--- config.mk ---
export PLATFORM = sky130hd
export DESIGN_NAME = board_state_regs
export DESIGN_NICKNAME = d
export VERILOG_FILES = /design/src/rtl/board_state_regs.sv
export SDC_FILE = /design/constraint.sdc
export NUM_CORES = 1
export LEC_CHECK = 0
export BUFFER_PORTS_ARGS = -buffer_cell sky130_fd_sc_hd__buf_2
export CAP_MARGIN = 20
export CORE_MARGIN = 2
export CORE_UTILIZATION = 29
export DETAILED_ROUTE_END_ITERATION = 16
export GPL_TIMING_DRIVEN = 0
export PLACE_DENSITY = 0.46
export SETUP_SLACK_MARGIN = 0.4
export SLEW_MARGIN = 20
export SYNTH_ARGS = -nofsm -noshare
export SYNTH_HDL_FRONTEND = slang
export SYNTH_SLANG_ARGS = --single-unit
--- constraint.sdc ---
create_clock -name clk -period 2.6 [get_ports clk]
set_input_delay 0.13 -clock clk [delete_from_list [all_inputs] [get_ports clk]]
set_output_delay 0.13 -clock clk [all_outputs]
set_load 0.1 [all_outputs]
--- src/rtl/board_state_regs.sv ---
// Purpose : ROWS x COLS game-board register with move validation, turn tracking,
//           move counter, full flag and a move-history stack for single-step undo.
// Latency : every request is reflected on all outputs one clock after it is sampled.
// Backpressure: none; a request may arrive every cycle and sees the state from the previous one.
//
// Ports:
//   clk, rst           clock (rising edge), synchronous active-high reset
//   clear              new-game strobe, same effect as rst
//   move_valid/_player/_idx  move request (row-major cell index)
//   undo               undo-last-move strobe
//   board              2 bits per cell: 00 empty, 01 player1, 10 player2
//   turn, move_count, board_full   game state
//   move_ack, move_illegal, undo_ack   one-cycle result pulses
module board_state_regs #(
  parameter int   ROWS         = 3,
  parameter int   COLS         = 3,
  parameter logic FIRST_PLAYER = 1'b0,
  localparam int  N            = ROWS * COLS,
  localparam int  IDX_W        = $clog2(N),
  localparam int  CNT_W        = $clog2(N + 1)
) (
  input  logic             clk,
  input  logic             rst,
  input  logic             clear,
  input  logic             move_valid,
  input  logic             move_player,
  input  logic [IDX_W-1:0] move_idx,
  input  logic             undo,
  output logic [2*N-1:0]   board,
  output logic             turn,
  output logic [CNT_W-1:0] move_count,
  output logic             board_full,
  output logic             move_ack,
  output logic             move_illegal,
  output logic             undo_ack
);

  // One extra bit so that N itself is representable when N is a power of two.
  localparam logic [IDX_W:0] N_X = (IDX_W + 1)'(N);
  localparam logic [CNT_W-1:0] N_C = CNT_W'(N);

  logic [2*N-1:0]   board_q, board_d;
  logic             turn_q, turn_d;
  logic [CNT_W-1:0] count_q, count_d;
  logic             full_q, full_d;
  logic             ack_q, ack_d;
  logic             ill_q, ill_d;
  logic             uack_q, uack_d;
  logic [IDX_W-1:0] hist_q [N];
  logic [IDX_W-1:0] hist_d [N];

  logic [1:0]       cell_cur;
  logic [IDX_W-1:0] last_idx;
  logic             idx_ok;
  logic             legal;

  always_comb begin
    board_d  = board_q;
    turn_d   = turn_q;
    count_d  = count_q;
    hist_d   = hist_q;
    ack_d    = 1'b0;
    ill_d    = 1'b0;
    uack_d   = 1'b0;

    // Cell lookup by loop so an out-of-range index simply reads as empty
    // (it is rejected by idx_ok anyway) instead of slicing past the bus.
    cell_cur = 2'b00;
    for (int k = 0; k < N; k++) begin
      if (move_idx == IDX_W'(k)) cell_cur = board_q[2*k +: 2];
    end

    // Top of the history stack: entry move_count-1.
    last_idx = '0;
    for (int k = 0; k < N; k++) begin
      if (count_q == CNT_W'(k + 1)) last_idx = hist_q[k];
    end

    idx_ok = ({1'b0, move_idx} < N_X);
    legal  = idx_ok && (cell_cur == 2'b00) && (move_player == turn_q) && !full_q;

    if (clear) begin
      board_d = '0;
      turn_d  = FIRST_PLAYER;
      count_d = '0;
    end else if (undo) begin
      // A move arriving with an undo is always discarded and reported.
      ill_d = move_valid;
      if (count_q != '0) begin
        for (int k = 0; k < N; k++) begin
          if (last_idx == IDX_W'(k)) board_d[2*k +: 2] = 2'b00;
        end
        count_d = count_q - CNT_W'(1);
        turn_d  = ~turn_q;
        uack_d  = 1'b1;
      end
    end else if (move_valid) begin
      if (legal) begin
        for (int k = 0; k < N; k++) begin
          if (move_idx == IDX_W'(k)) board_d[2*k +: 2] = move_player ? 2'b10 : 2'b01;
        end
        // Push; count_q < N here so the stack cannot overflow.
        for (int k = 0; k < N; k++) begin
          if (count_q == CNT_W'(k)) hist_d[k] = move_idx;
        end
        count_d = count_q + CNT_W'(1);
        turn_d  = ~turn_q;
        ack_d   = 1'b1;
      end else begin
        ill_d = 1'b1;
      end
    end

    full_d = (count_d == N_C);
  end

  always_ff @(posedge clk) begin
    if (rst) begin
      board_q <= '0;
      turn_q  <= FIRST_PLAYER;
      count_q <= '0;
      full_q  <= 1'b0;
      ack_q   <= 1'b0;
      ill_q   <= 1'b0;
      uack_q  <= 1'b0;
    end else begin
      board_q <= board_d;
      turn_q  <= turn_d;
      count_q <= count_d;
      full_q  <= full_d;
      ack_q   <= ack_d;
      ill_q   <= ill_d;
      uack_q  <= uack_d;
    end
  end

  // History contents are only meaningful below move_count, so no reset.
  always_ff @(posedge clk) begin
    hist_q <= hist_d;
  end

  assign board        = board_q;
  assign turn         = turn_q;
  assign move_count   = count_q;
  assign board_full   = full_q;
  assign move_ack     = ack_q;
  assign move_illegal = ill_q;
  assign undo_ack     = uack_q;

endmodule

==> results.cfg, run 1 <==
[pwr]
p_per_area_nw_per_um2 = 483
seq_power_share_pct = 48.3
p_leak_nw = 1.60
p_sw_uw = 524
p_sw_share_pct = 24.0
pwr-share-comb_pct = 10.2
vdd_ir_drop_max_mv = 0.197
p_int_mw = 1.66
p_clk_share_pct = 41.5

[worst_hold_path]
hold-path-cell-count = 3
hold_class = input port to register
min_from = move_player
min_to = board[17]$_SDFFE_PP0P_

[setup_path]
critPathArrivalTime_ns = 2.78
crit_type = register to register
r2r_start = move_count[1]$_SDFF_PP0_
ff2ff_path_depth = 10
crit_fanout = 6
r2r_end = board[11]$_SDFFE_PP0P_
crit_path_end_kind = register
crit_path_start = move_count[1]$_SDFF_PP0_
worst-endpoint-required_ns = 2.82
startpoint_type = register
rrSetupSlack_ns = 0.04

[synthesis]
synth_xor_area_share_pct = 0.826
synth_top_family_by_area = compound AO/OA/AOI/OAI gates
syn_area_sq_um = 3180
synth.avg_cell_area_sq_um = 10.3
syn-num-nets = 323
synth_top_area_share_pct = 34.0
synth_compound_area_share_pct = 21.8
synthSimpleGateAreaFrac_pct = 18.1
synth_cells = 309
async_reset_ff_share_pct = 0
synth_fa_ha_area_share_pct = 1.57
synth_flop_cell = edfxtp_1
synth-seq-cells = 63
ys_types = 54
synthTopCellsByArea = edfxtp_1, dfxtp_1, nand2_1, a21oi_1, nor2_1
yosysWarnings = 0
synth.largest_area_cell = edfxtp_1
synth-edff-count = 36
synth.area.mux_share_pct = 1.26
yosysSeqAreaShare_pct = 51.0

[global_route]
grt_pass1_wl_microns = 14900
first_global_vias = 2685
antenna_found_initial = 0
grt_max_degree = 18
grt_usage_pct = 16.9
grt_overflow = 0

[placed_design]
gp_congestion = 0.788
place_area_sq_um = 3690
io_buffer_count = 36
dp_hpwl_microns = 6360

[clock_network]
path_clk_slew_ns = 0.07
numCtsBuffers = 9
h-tree-depth = 3
cts_tree = done
hold_buffers = 0
clock_path_buffers = 2
root_buffer = clkbuf_8
clock-sinks = 63
clock_latency_ns = 0.35

[floorplanning]
die_h_microns = 109
io_pins = 37
rows = 38
die_area_sq_um = 11800
die_x_microns = 109
coreArea_sq_um = 10800
floorplan.initialDensity_pct = 29.5

[timing]
worst_slew_pin_slew_ns = 1.01
setup_viol = 0
relSlewSlack_pct = 32.4
rsz0062_at_grt = yes
skew_ns = 0.00995
min_period_over_period_pct = 98.4
finalHoldViolations = 0
drv_slew = 0
layout_min_cycle_time_ns = 2.56
fmax_mhz = 391

[layout]
drive_above_1_share_pct = 46.3
nNetsFinal = 403
diodes = 0
final_area_sq_um = 4510
area_growth_pct = 41.9
fin_util_pct = 41.8

[route]
drtAntennaViolNets = 0
drt-total-wl_microns = 9760
drc = 0
wire_per_inst_microns = 18.3
vias_per_cell = 5.18
detail_route.first_pass.iterations = 4
vias = 2761
drtIter0Drc = 183

[job]
drv_cap = 0

[run_status]
status = complete, no violations
[cell usage after synthesis, types with 7 or more instances]
cell / instances
edfxtp_1: 36
nand2_1: 30
dfxtp_1: 27
nor2_1: 23
a21oi_1: 20
inv_1: 18
nor3_1: 11
o211ai_1: 9
o22ai_1: 8
nand3b_1: 7
[area by class of cell]
| class | count | area (sq um) |
|---|---|---|
| clock buffer | 10 | 128 |
| buffer | 16 | 138 |
| sequential | 63 | 1660 |
| multi-input combinational | 211 | 1800 |
| inverter | 19 | 82.6 |
| clock inverter | 5 | 73.8 |
| timing repair buffer | 69 | 464 |
| tap | 140 | 175 |
| fill | 1025 | 6280 |
[repair_timing]
item / CTS / global route
endpoints found under the setup margin: 55 / 57
gates resized for setup: 44 / 29
setup buffers: 22 / 10
gates cloned: 0 / 1
pin swaps: 11 / 22
[sequential cells by signal (all words and copies together), names as in the netlist]
signal        cells
board            18
move_ack          1
hist_q           36
board_full        1
undo_ack          1
move_count        4
turn              1
move_illegal      1
[through the flow]
stage          worst slack, ns  setup TNS (ns)  hold slack (ns)  total power [mW]  cells
5_1_grt                -0.0391          -0.140           0.0856              2.25    533
3_3_place_gp            -0.180           -4.26            0.425              1.25    485
2_1_floorplan            0.150               0            0.229              1.19    309
6_report                0.0421               0           0.0641              2.18    533
3_5_place_dp            -0.198           -5.00            0.422              1.25    485
4_1_cts                 0.0906               0           0.0566              2.17    522
[power groups by stage]
stage               clock, mW  combinational (mW)  sequential, mW
finish                  0.904               0.223            1.05
global route            0.960               0.238            1.05
CTS                     0.921               0.200            1.05
detailed placement          0               0.172            1.08
global placement            0               0.172            1.08
floorplan                   0              0.0950            1.09
[worst max-delay path, stage by stage, from the launching register on]
cell,delay [ns]
dfxtp_4,0.37
buf_6,0.12
ha_4,0.18
buf_8,0.13
nand3b_1,0.16
a221o_1,0.38
a211o_1,0.35
a211oi_4,0.32
a31oi_4,0.16
o211ai_1,0.18
o21ai_1,0.08
[cells in the final DEF (no fill, tap or decap), drive strengths merged, types with 7 or more instances in the layout]
| cell type | synthesis | layout |
|---|---|---|
| o211ai | 11 | 11 |
| nor3 | 11 | 11 |
| nor2 | 23 | 23 |
| o22ai | 8 | 8 |
| a21oi | 20 | 20 |
| buf | 12 | 80 |
| o21ai | 12 | 12 |
| inv | 19 | 18 |
| dfxtp | 27 | 27 |
| clkbuf | 4 | 15 |
| nand3b | 7 | 7 |
| edfxtp | 36 | 36 |
| nand2 | 30 | 30 |
[kinds of logic (layout without fill, tap and decap cells)]
logic type / Yosys count / in the layout
XOR/XNOR: 3 / 3
AO/OA/AOI/OAI: 89 / 89
adder cells (fa/ha/maj): 4 / 4
flip-flops: 63 / 63
multiplexers: 4 / 4
buffers and inverters: 35 / 119
AND/OR/NAND/NOR: 111 / 111
[how the worst max path moves through the flow]
stage / end / slack (ns) / cells past startpoint
6_report: board[11]$_SDFFE_PP0P_ / 0.04 / 10
5_1_grt: board[11]$_SDFFE_PP0P_ / -0.04 / 10
4_1_cts: board[13]$_SDFFE_PP0P_ / 0.09 / 11
3_5_place_dp: hist_q[17]$_DFFE_PP_ / -0.20 / 9
3_3_place_gp: hist_q[17]$_DFFE_PP_ / -0.18 / 9
2_1_floorplan: board[6]$_SDFFE_PP0P_ / 0.15 / 10
[routing by layer]
layer  track usage, %  wire (microns)  vias to the layer above
met5                0               0                        -
met4             4.95             139                        0
met1             24.2            4700                     1365
li1                 -               -                     1326
met2             25.8            4580                       59
met3             3.17             334                       11
No activity file was read; power rests on OpenSTA's default activity.
==> run 2, diff against run 1 <==
MAX_ROUTING_LAYER = met4   (was not set)
==> run 2 against run 1 <==
  * Worst setup slack about the same
  * Via count increased by 0.22%
  * Clock power about the same
  * Fmax about the same
  * Final cell count unchanged
==> results.cfg, run 2 (synthesis gave the netlist of run 1 again) <==
[timing]
holdWs_ns = 0.0654
drv_slew = 0
relSlewSlack_pct = 32.9
fmax_mhz = 391
min_period_over_period_pct = 98.4
layout_min_cycle_time_ns = 2.56
setup_viol = 0
finalHoldViolations = 0
worst_slew_pin_slew_ns = 1.00
skew_ns = 0.0109
rsz0062_at_grt = yes

[floorplanning]
floorplan.initialDensity_pct = 29.5
die_x_microns = 109
io_pins = 37
rows = 38
coreArea_sq_um = 10800
die_h_microns = 109
die_area_sq_um = 11800

[global_route]
first_global_vias = 2688
grt_max_degree = 18
grt_pass1_wl_microns = 14900
grt_usage_pct = 17.4
grt_overflow = 0
antenna_found_initial = 0

[route]
wire_per_inst_microns = 18.2
vias_per_cell = 5.19
vias = 2767
drc = 0
drtAntennaViolNets = 0
drtIter0Drc = 160
drt-total-wl_microns = 9730
detail_route.first_pass.iterations = 5

[clock_network]
path_clk_slew_ns = 0.07
cts_tree = done
h-tree-depth = 3
numCtsBuffers = 9
clock_path_buffers = 2
clock-sinks = 63
clock_latency_ns = 0.35
root_buffer = clkbuf_8

[setup_path]
crit_path_end_kind = register
worstPathCellList = buf_6 > ha_4 > buf_8 > nand3b_1 > a221o_1 > a211o_1 > a211oi_4 > a31oi_4 > o211ai_1 > o21ai_1
rrSetupSlack_ns = 0.04
r2r_end = board[11]$_SDFFE_PP0P_
crit_path_top_delay_cell = a221o_1
ff2ff_path_depth = 10
worst-endpoint-required_ns = 2.82
critPathArrivalTime_ns = 2.78
crit_fanout = 6
crit_type = register to register
r2r_start = move_count[1]$_SDFF_PP0_
cp_slowest_stage_delay_ns = 0.38
startpoint_type = register

[layout]
final_area_sq_um = 4510
drive_above_1_share_pct = 46.3
largest_reg_flops = 36
diodes = 0
largest-register = hist_q
final_common_cell = buf_2
fin_util_pct = 41.8
nNetsFinal = 403
area_growth_pct = 41.9
layout_common_cells = buf_2, edfxtp_1, buf_4, nand2_1, nor2_1

[job]
drv_cap = 0

[placed_design]
io_buffer_count = 36
dp_hpwl_microns = 6360
place_area_sq_um = 3690
gp_congestion = 0.799

[worst_hold_path]
min_to = board[17]$_SDFFE_PP0P_
hold_class = input port to register
hold-path-cell-count = 3
min_from = move_player

[run_status]
status = complete, no violations

[pwr]
p_per_area_nw_per_um2 = 484
power_mw = 2.18
vdd_ir_drop_max_mv = 0.196
p_leak_nw = 1.60
run 2: cell counts in the layout (fill, tap and decap cells not counted):
Identical to the previous run, type by type.
run 2: metal layers:
layer	global-route usage [%]	share of wire [%]	wire (microns)
met1	24.4	48	4700
met2	25.7	47	4570
met3	3.05	3.2	313
met4	4.95	1.5	146
met5	-	0	0
run 2: worst max-delay path: cells and delay by family, from the launching register on:
family	cells	cell delay (ns)
buffers and inverters	2	0.25
flip-flops	1	0.37
AO/OA/AOI/OAI	6	1.47
adder cells (fa/ha/maj)	1	0.18
AND/OR/NAND/NOR	1	0.16
run 2: power breakdown:
group / switching (mW) / internal, mW / total (mW)
combinational: 0.144 / 0.0787 / 0.223
sequential: 0.00299 / 1.05 / 1.05
clock: 0.379 / 0.528 / 0.907
run 2: worst max-delay path by stage:
| stage | startpoint | endpoint | slack, ns | cells past startpoint |
|---|---|---|---|---|
| floorplan | move_count[1]$_SDFF_PP0_ | board[6]$_SDFFE_PP0P_ | 0.15 | 10 |
| global placement | move_idx[0] | hist_q[17]$_DFFE_PP_ | -0.18 | 9 |
| detailed placement | move_idx[0] | hist_q[17]$_DFFE_PP_ | -0.20 | 9 |
| CTS | move_count[1]$_SDFF_PP0_ | board[13]$_SDFFE_PP0P_ | 0.09 | 11 |
| global route | move_count[1]$_SDFF_PP0_ | board[11]$_SDFFE_PP0P_ | -0.04 | 10 |
| finish | move_count[1]$_SDFF_PP0_ | board[11]$_SDFFE_PP0P_ | 0.04 | 10 |
run 2: area by class of cell:
type,instances,area [sq um]
inverters,19,82.6
multi-input cells,211,1800
plain buffers,16,138
fillers,1025,6280
flip-flops and latches,63,1660
repair buffers,69,464
well taps,140,175
clock buffers,10,128
clock inverters,5,73.8
run 2: repair_timing:
item / 4_1_cts / 5_1_grt
hold buffers: 0 / 0
buffers inserted: 22 / 10
endpoints found under the hold margin: 0 / 0
pin swaps: 11 / 22
resized for setup: 44 / 29
gates cloned: 0 / 1
endpoints found under the setup margin: 55 / 57
run 2: metrics by stage:
step           setup WS, ns  setup TNS (ns)  std cells
2_1_floorplan         0.150               0        309
3_3_place_gp         -0.180           -4.26        485
3_5_place_dp         -0.198           -5.00        485
4_1_cts              0.0906               0        522
5_1_grt             -0.0391          -0.138        533
6_report             0.0417               0        533
